**src/rtl/ifu_pkg.sv**
```systemverilog
// Shared CPU constants for the instruction fetch unit.
package ifu_pkg;

  localparam int CPU_ADDR_WIDTH  = 32;
  localparam int CPU_INSTR_WIDTH = 32;

  localparam logic [CPU_INSTR_WIDTH-1:0] CPU_NOP = '0;

  function automatic logic addr_misaligned(
    input logic [1:0] lsb
  );
    return |lsb;
  endfunction

endpackage

```
**src/rtl/ifu_if.sv**
```systemverilog
// Instruction bus between the fetch unit (master) and memory (slave).
interface ifu_if;
  import ifu_pkg::*;

  logic [CPU_ADDR_WIDTH-1:0]  o_IAddr;
  logic                       o_IRdC;
  logic [CPU_INSTR_WIDTH-1:0] i_IData;
  logic                       i_IRdy;
  logic                       i_IErr;

  modport master (
    output o_IAddr, o_IRdC,
    input  i_IData, i_IRdy, i_IErr
  );

  modport slave (
    input  o_IAddr, o_IRdC,
    output i_IData, i_IRdy, i_IErr
  );

endinterface

```
**src/rtl/ifu.sv**
```systemverilog
// Instruction fetch unit: one outstanding bus read per fetch command.
// Optional bus-wait timeout is enabled by defining IFU_BUS_TIMEOUT_EN.
module ifu
  import ifu_pkg::*;
#(
  parameter int unsigned TIMEOUT_CYCLES = 255
) (
  input  logic                       clk,
  input  logic                       nrst,
  input  logic [CPU_ADDR_WIDTH-1:0]  i_addr,
  input  logic                       i_rd_cmd,
  output logic [CPU_INSTR_WIDTH-1:0] o_instr_dat,
  output logic                       o_busy,
  output logic                       o_err_align,
  output logic                       o_err_bus,
  ifu_if.master                      bus
);

  localparam logic [0:0] S_IDLE = 1'b0;
  localparam logic [0:0] S_WAIT = 1'b1;

  logic [0:0]                 r_state;
  logic [CPU_ADDR_WIDTH-1:0]  r_iaddr;
  logic                       r_irdc;
  logic [CPU_INSTR_WIDTH-1:0] r_instr;
  logic                       r_err_align;
  logic                       r_err_bus;

  logic w_idle;
  logic w_wait;
  logic w_accept;
  logic w_misal;
  logic w_tmo;

  assign w_idle   = (r_state == S_IDLE);
  assign w_wait   = (r_state == S_WAIT);
  assign w_accept = w_idle & i_rd_cmd;
  assign w_misal  = addr_misaligned(i_addr[1:0]);

`ifdef IFU_BUS_TIMEOUT_EN
  localparam int unsigned CW =
    (TIMEOUT_CYCLES < 1) ? 1 : $clog2(TIMEOUT_CYCLES + 1);

  logic [CW-1:0] r_tmo_cnt;

  assign w_tmo = w_wait & (r_tmo_cnt == CW'(TIMEOUT_CYCLES));

  always_ff @(posedge clk or negedge nrst) begin
    if (!nrst) begin
      r_tmo_cnt <= '0;
    end else if (w_accept) begin
      r_tmo_cnt <= '0;
    end else if (w_wait & ~bus.i_IRdy & ~bus.i_IErr & ~w_tmo) begin
      r_tmo_cnt <= r_tmo_cnt + 1'b1;
    end
  end
`else
  assign w_tmo = 1'b0;
`endif

  always_ff @(posedge clk or negedge nrst) begin
    if (!nrst) begin
      r_state     <= S_IDLE;
      r_iaddr     <= '0;
      r_irdc      <= 1'b0;
      r_instr     <= CPU_NOP;
      r_err_align <= 1'b0;
      r_err_bus   <= 1'b0;
    end else begin
      unique case (r_state)
        S_IDLE: begin
          if (i_rd_cmd && w_misal) begin
            r_err_align <= 1'b1;
            r_err_bus   <= 1'b0;
            r_instr     <= CPU_NOP;
          end else if (i_rd_cmd) begin
            r_state     <= S_WAIT;
            r_iaddr     <= i_addr;
            r_irdc      <= 1'b1;
            r_err_align <= 1'b0;
            r_err_bus   <= 1'b0;
          end
        end
        S_WAIT: begin
          // Error (or timeout) takes priority over a same-cycle ready.
          if (bus.i_IErr || w_tmo) begin
            r_state   <= S_IDLE;
            r_irdc    <= 1'b0;
            r_err_bus <= 1'b1;
            r_instr   <= CPU_NOP;
          end else if (bus.i_IRdy) begin
            r_state <= S_IDLE;
            r_irdc  <= 1'b0;
            r_instr <= bus.i_IData;
          end
        end
        default: r_state <= S_IDLE;
      endcase
    end
  end

  assign o_busy      = w_wait | i_rd_cmd;
  assign o_instr_dat = r_instr;
  assign o_err_align = r_err_align;
  assign o_err_bus   = r_err_bus;
  assign bus.o_IAddr = r_iaddr;
  assign bus.o_IRdC  = r_irdc;

endmodule

```
**src/flat_wrapper.sv**
```systemverilog
// flat-port wrapper written by rule: the top's interface ports become plain ports
module ifu_flat import ifu_pkg::*;
#(
  parameter int unsigned TIMEOUT_CYCLES = 255
)
  (clk, nrst, i_addr, i_rd_cmd, o_instr_dat, o_busy, o_err_align, o_err_bus, bus_o_IAddr, bus_o_IRdC, bus_i_IData, bus_i_IRdy, bus_i_IErr);
  ifu_if bus_i ();
  input  logic clk;
  input  logic nrst;
  input  logic [CPU_ADDR_WIDTH-1:0] i_addr;
  input  logic i_rd_cmd;
  output logic [CPU_INSTR_WIDTH-1:0] o_instr_dat;
  output logic o_busy;
  output logic o_err_align;
  output logic o_err_bus;
  output wire logic [$bits(bus_i.o_IAddr)-1:0] bus_o_IAddr;
  output wire logic [$bits(bus_i.o_IRdC)-1:0] bus_o_IRdC;
  input wire logic [$bits(bus_i.i_IData)-1:0] bus_i_IData;
  input wire logic [$bits(bus_i.i_IRdy)-1:0] bus_i_IRdy;
  input wire logic [$bits(bus_i.i_IErr)-1:0] bus_i_IErr;
  assign bus_o_IAddr = bus_i.o_IAddr;
  assign bus_o_IRdC = bus_i.o_IRdC;
  assign bus_i.i_IData = bus_i_IData;
  assign bus_i.i_IRdy = bus_i_IRdy;
  assign bus_i.i_IErr = bus_i_IErr;
  ifu #(.TIMEOUT_CYCLES(TIMEOUT_CYCLES)) u_core (.clk(clk), .nrst(nrst), .i_addr(i_addr), .i_rd_cmd(i_rd_cmd), .o_instr_dat(o_instr_dat), .o_busy(o_busy), .o_err_align(o_err_align), .o_err_bus(o_err_bus), .bus(bus_i));
endmodule
```
**config.mk**
```make
export PLATFORM = sky130hd
export DESIGN_NAME = ifu_flat
export DESIGN_NICKNAME = d
export VERILOG_FILES = /design/src/rtl/ifu_pkg.sv /design/src/rtl/ifu_if.sv /design/src/rtl/ifu.sv /design/src/flat_wrapper.sv
export SDC_FILE = /design/constraint.sdc
export NUM_CORES = 1
export LEC_CHECK = 0
export BUFFER_PORTS_ARGS = -buffer_cell sky130_fd_sc_hd__buf_2
export CORE_UTILIZATION = 46
export CTS_BUF_LIST = sky130_fd_sc_hd__clkbuf_8 sky130_fd_sc_hd__clkbuf_16
export DETAILED_ROUTE_END_ITERATION = 16
export GPL_TIMING_DRIVEN = 0
export PLACE_DENSITY = 0.76
export SYNTH_ARGS = -nofsm -noshare
export SYNTH_HDL_FRONTEND = slang
export SYNTH_SLANG_ARGS = --single-unit
```
**constraint.sdc**
```tcl
create_clock -name clk -period 2.1 [get_ports clk]
set_input_delay 0.315 -clock clk [delete_from_list [all_inputs] [get_ports clk]]
set_output_delay 0.315 -clock clk [all_outputs]
set_load 0.01 [all_outputs]
```
==> summary.md <==
| Metric | Value |
|---|---|
| Worst path required time | `2310 ps` |
| DRT iter0 DRCs | `between 100 and 150` |
| Worst Clk Skew | `around 9 ps` |
| TNS Setup | `0 ps` |
| Max transition margin | `43.79%` |
| Die Y | `~80 um` |
| I/O Pins | `about 140` |
| Post-Synth Simple-Gate Area | `roughly 12%` |
| CP Max Fanout | `10` |
| Final Cell Area | `~3800 um2` |
| # rows | `28` |
| Vias per Instance | `between 4 and 5` |
| Tmin final | `1704 ps` |
| DP Wirelength | `4642 um` |
| WP data arrival | `about 1900 ps` |
| Post-route clock period utilization | `a little over 80%` |
| Worst Max-Slew Pin Slew | `around 840 ps` |
| Port Buf Inserts | `135` |
| Area leader, netlist | `dfrtp_1` |
| Final setup viols | `0` |
| Vias in the first global route | `around 2200` |
| Nets@finish | `between 400 and 500` |
| Initial antenna violation count | `0` |
| Total gr overflow | `0` |
| Avg WL per Cell | `14.51 um` |
| Total GRT Usage | `a little over a fifth` |
| Pins Over Slew Limit | `0` |
| Post-synthesis mux area share | `about an eighth` |
| CTS Hold Buffers Added | `0` |
| Startpoint class of the critical path | `flop` |
| Antenna viol nets, final | `0` |
| CTS root buf | `clkbuf_8` |
| Sink Count | `between 60 and 70` |
| Leak | `about 0.0019 uW` |
| Initial Util | `between 40 and 50%` |
| Area grow syn2layout | `34.14%` |
| Top cells by area, synth | `dfrtp_1 (61%), mux2_2 (12%), nand4b_1 (10%)` |
| Die Span X | `between 80 and 90 um` |
| RSZ-0062 raised after global routing | `no` |
| Status | `completed` |
| Most common cell after layout, fill and taps aside | `buf_2` |
| Pin count of the biggest net entering global routing | `between 60 and 70` |
| Adder-cell share of the synthesized area | `0%` |
| Full die area | `between 6000 and 7000 um2` |
| Largest family of logic cells by synthesized area | `simple AND/OR/NAND/NOR gates` |
| Post-Syn Instances | `roughly 230` |
| Synth Area in Compound Gates | `6.881%` |
| Clk buf depth | `2` |
| Fill cells | `495` |
| Netlist cell types | `16` |
| Seq cells post-synth | `about 70` |
| Antenna fix cells | `0` |
| Post-synth top area share | `~61%` |
| Total CTS buffers | `9` |
| TritonCTS clock tree | `yes` |
| Hold Path Class | `in -> async` |
| Kind of critical path | `reg -> reg` |
| Number of remaining DRC errors | `0` |
| Clock transition at the registers of the reported paths | `approximately 70 ps` |
| Mapped cell area | `roughly 2800 um2` |
| First-pass GRT wire length | `10180 um` |
| Via count | `approximately 2300` |
| Core Region | `a little under 6000 um2` |
| Peak VDD IR | `~530 uV` |
| Final Wtd Congestion | `around 0.75` |
| Post-synthesis xor/xnor area fraction | `0%` |
| Total nets after synthesis | `between 200 and 300` |
| Syn Area/Cell | `~12 um2` |
| H-tree depth | `3` |
| Most frequent cells in the layout | `buf_2 (134), dfrtp_1 (68), inv_1 (37)` |
| Sequential area share after synthesis | `between 60 and 70%` |
| Initial DRT Pass Iterations | `6` |
| Ys Warns | `0` |
| CTS resizes | `0` |
| Achievable Freq | `roughly 600 MHz` |
| Setup crit end kind | `flop` |
| PwrDens | `837.3 nW/um2` |
| Final Hold Vio Count | `0` |
| Max-cap check violation count | `0` |
| Share of layout cells above drive strength 1 | `about half` |
| Skew-Pair Late Insertion Delay | `around 330 ps` |
| Placed cell area | `~3600 um2` |
| Post-Route WL | `6557 um` |
| Setup Fix Bufs, Post-CTS | `0` |
[cells by family after synthesis]
group | Yosys count
and+or+nand+nor | 40
muxes | 30
AOI/OAI and AO/OA | 38
DFF | 68
buffers and inverters | 51
[routing by layer]
layer | routed length [um] | global-route usage, %
met5 | 0 | 0
met1 | 2766 | 25.81
met4 | 114 | 9.286
met3 | 335 | 4.914
met2 | 3340 | 35.64
[Yosys cell counts]
cell type and number:
o21a_1 1, o21ai_0 32, nor3_4 1, nand2b_4 1, nand4b_1 32, dfrtp_1 68, or2_2 2, nor2_1 1
nor2b_1 2, nor3b_1 1, clkbuf_1 13, a21oi_1 1, mux2_2 30, buf_6 4, inv_1 34, o21ai_1 4
[registers in the layout, summed over array words and instances (netlist names)]
name	cells
u_core.bus.o_IAddr	32
u_core.bus.o_IRdC	1
u_core.o_err_align	1
u_core.o_err_bus	1
u_core.o_instr_dat	32
u_core.r_state	1
[stage by stage]
| stage | hold WS, ps | total power (uW) | setup WS (ps) | instances | utilization, % |
|---|---|---|---|---|---|
| 6_report | 87.07 | 3145 | 396.3 | 452 | 63.82 |
| 5_1_grt | 141.9 | 3299 | 288.3 | 452 | 63.82 |
| 4_1_cts | 117.9 | 3187 | 393.9 | 452 | 63.82 |
| 3_5_place_dp | 481.2 | 2165 | 402.2 | 437 | 60.69 |
| 3_3_place_gp | 469.9 | 2141 | 388.5 | 437 | 60.65 |
| 2_1_floorplan | 19.41 | 1857 | 548.8 | 227 | - |
[final cells by class]
type	count	area (um2)	share of cell area, %
repair buffers	135	678.2	18.05
clock inverters	5	46.29	1.233
clock buffers	10	137.6	3.664
inverters	34	127.6	3.398
flip-flops and latches	68	1702	45.30
well taps	75	93.84	2.498
plain buffers	17	93.84	2.498
multi-input cells	108	877.1	23.35
[power breakdown]
| part | internal [uW] | switching [uW] | leakage (uW) |
|---|---|---|---|
| Combinational | 290 | 298 | 0.000901 |
| Clock | 560 | 452 | 0.000106 |
| Sequential | 1470 | 75.5 | 0.000874 |
[path summary, 6_finish.rpt]
| check | cells after the start | start | slack [ps] | end |
|---|---|---|---|---|
| worst max-delay path | 5 | u_core.r_state$_DFF_PN0_ | 400 | u_core.bus.o_IAddr[7]$_DFFE_PN0P_ |
| worst min-delay path | 1 | nrst | 90 | u_core.bus.o_IAddr[21]$_DFFE_PN0P_ |
| max in group asynchronous | 1 | nrst | 1460 | u_core.o_instr_dat[17]$_DFFE_PN0P_ |
| worst max register to register | 5 | u_core.r_state$_DFF_PN0_ | 400 | u_core.bus.o_IAddr[7]$_DFFE_PN0P_ |
| worst min register to register | 1 | u_core.bus.o_IRdC$_DFFE_PN0P_ | 490 | u_core.bus.o_IRdC$_DFFE_PN0P_ |
| min in group clk | 2 | i_addr[11] | 210 | u_core.bus.o_IAddr[11]$_DFFE_PN0P_ |
[critical path, cell delays in order (launching register included)]
cell and delay (ps):
dfrtp_1 370, buf_6 140, nand2b_4 160, nor3_4 360
buf_6 220, mux2_2 350
Note: power is estimated with default switching activity, not from simulation.
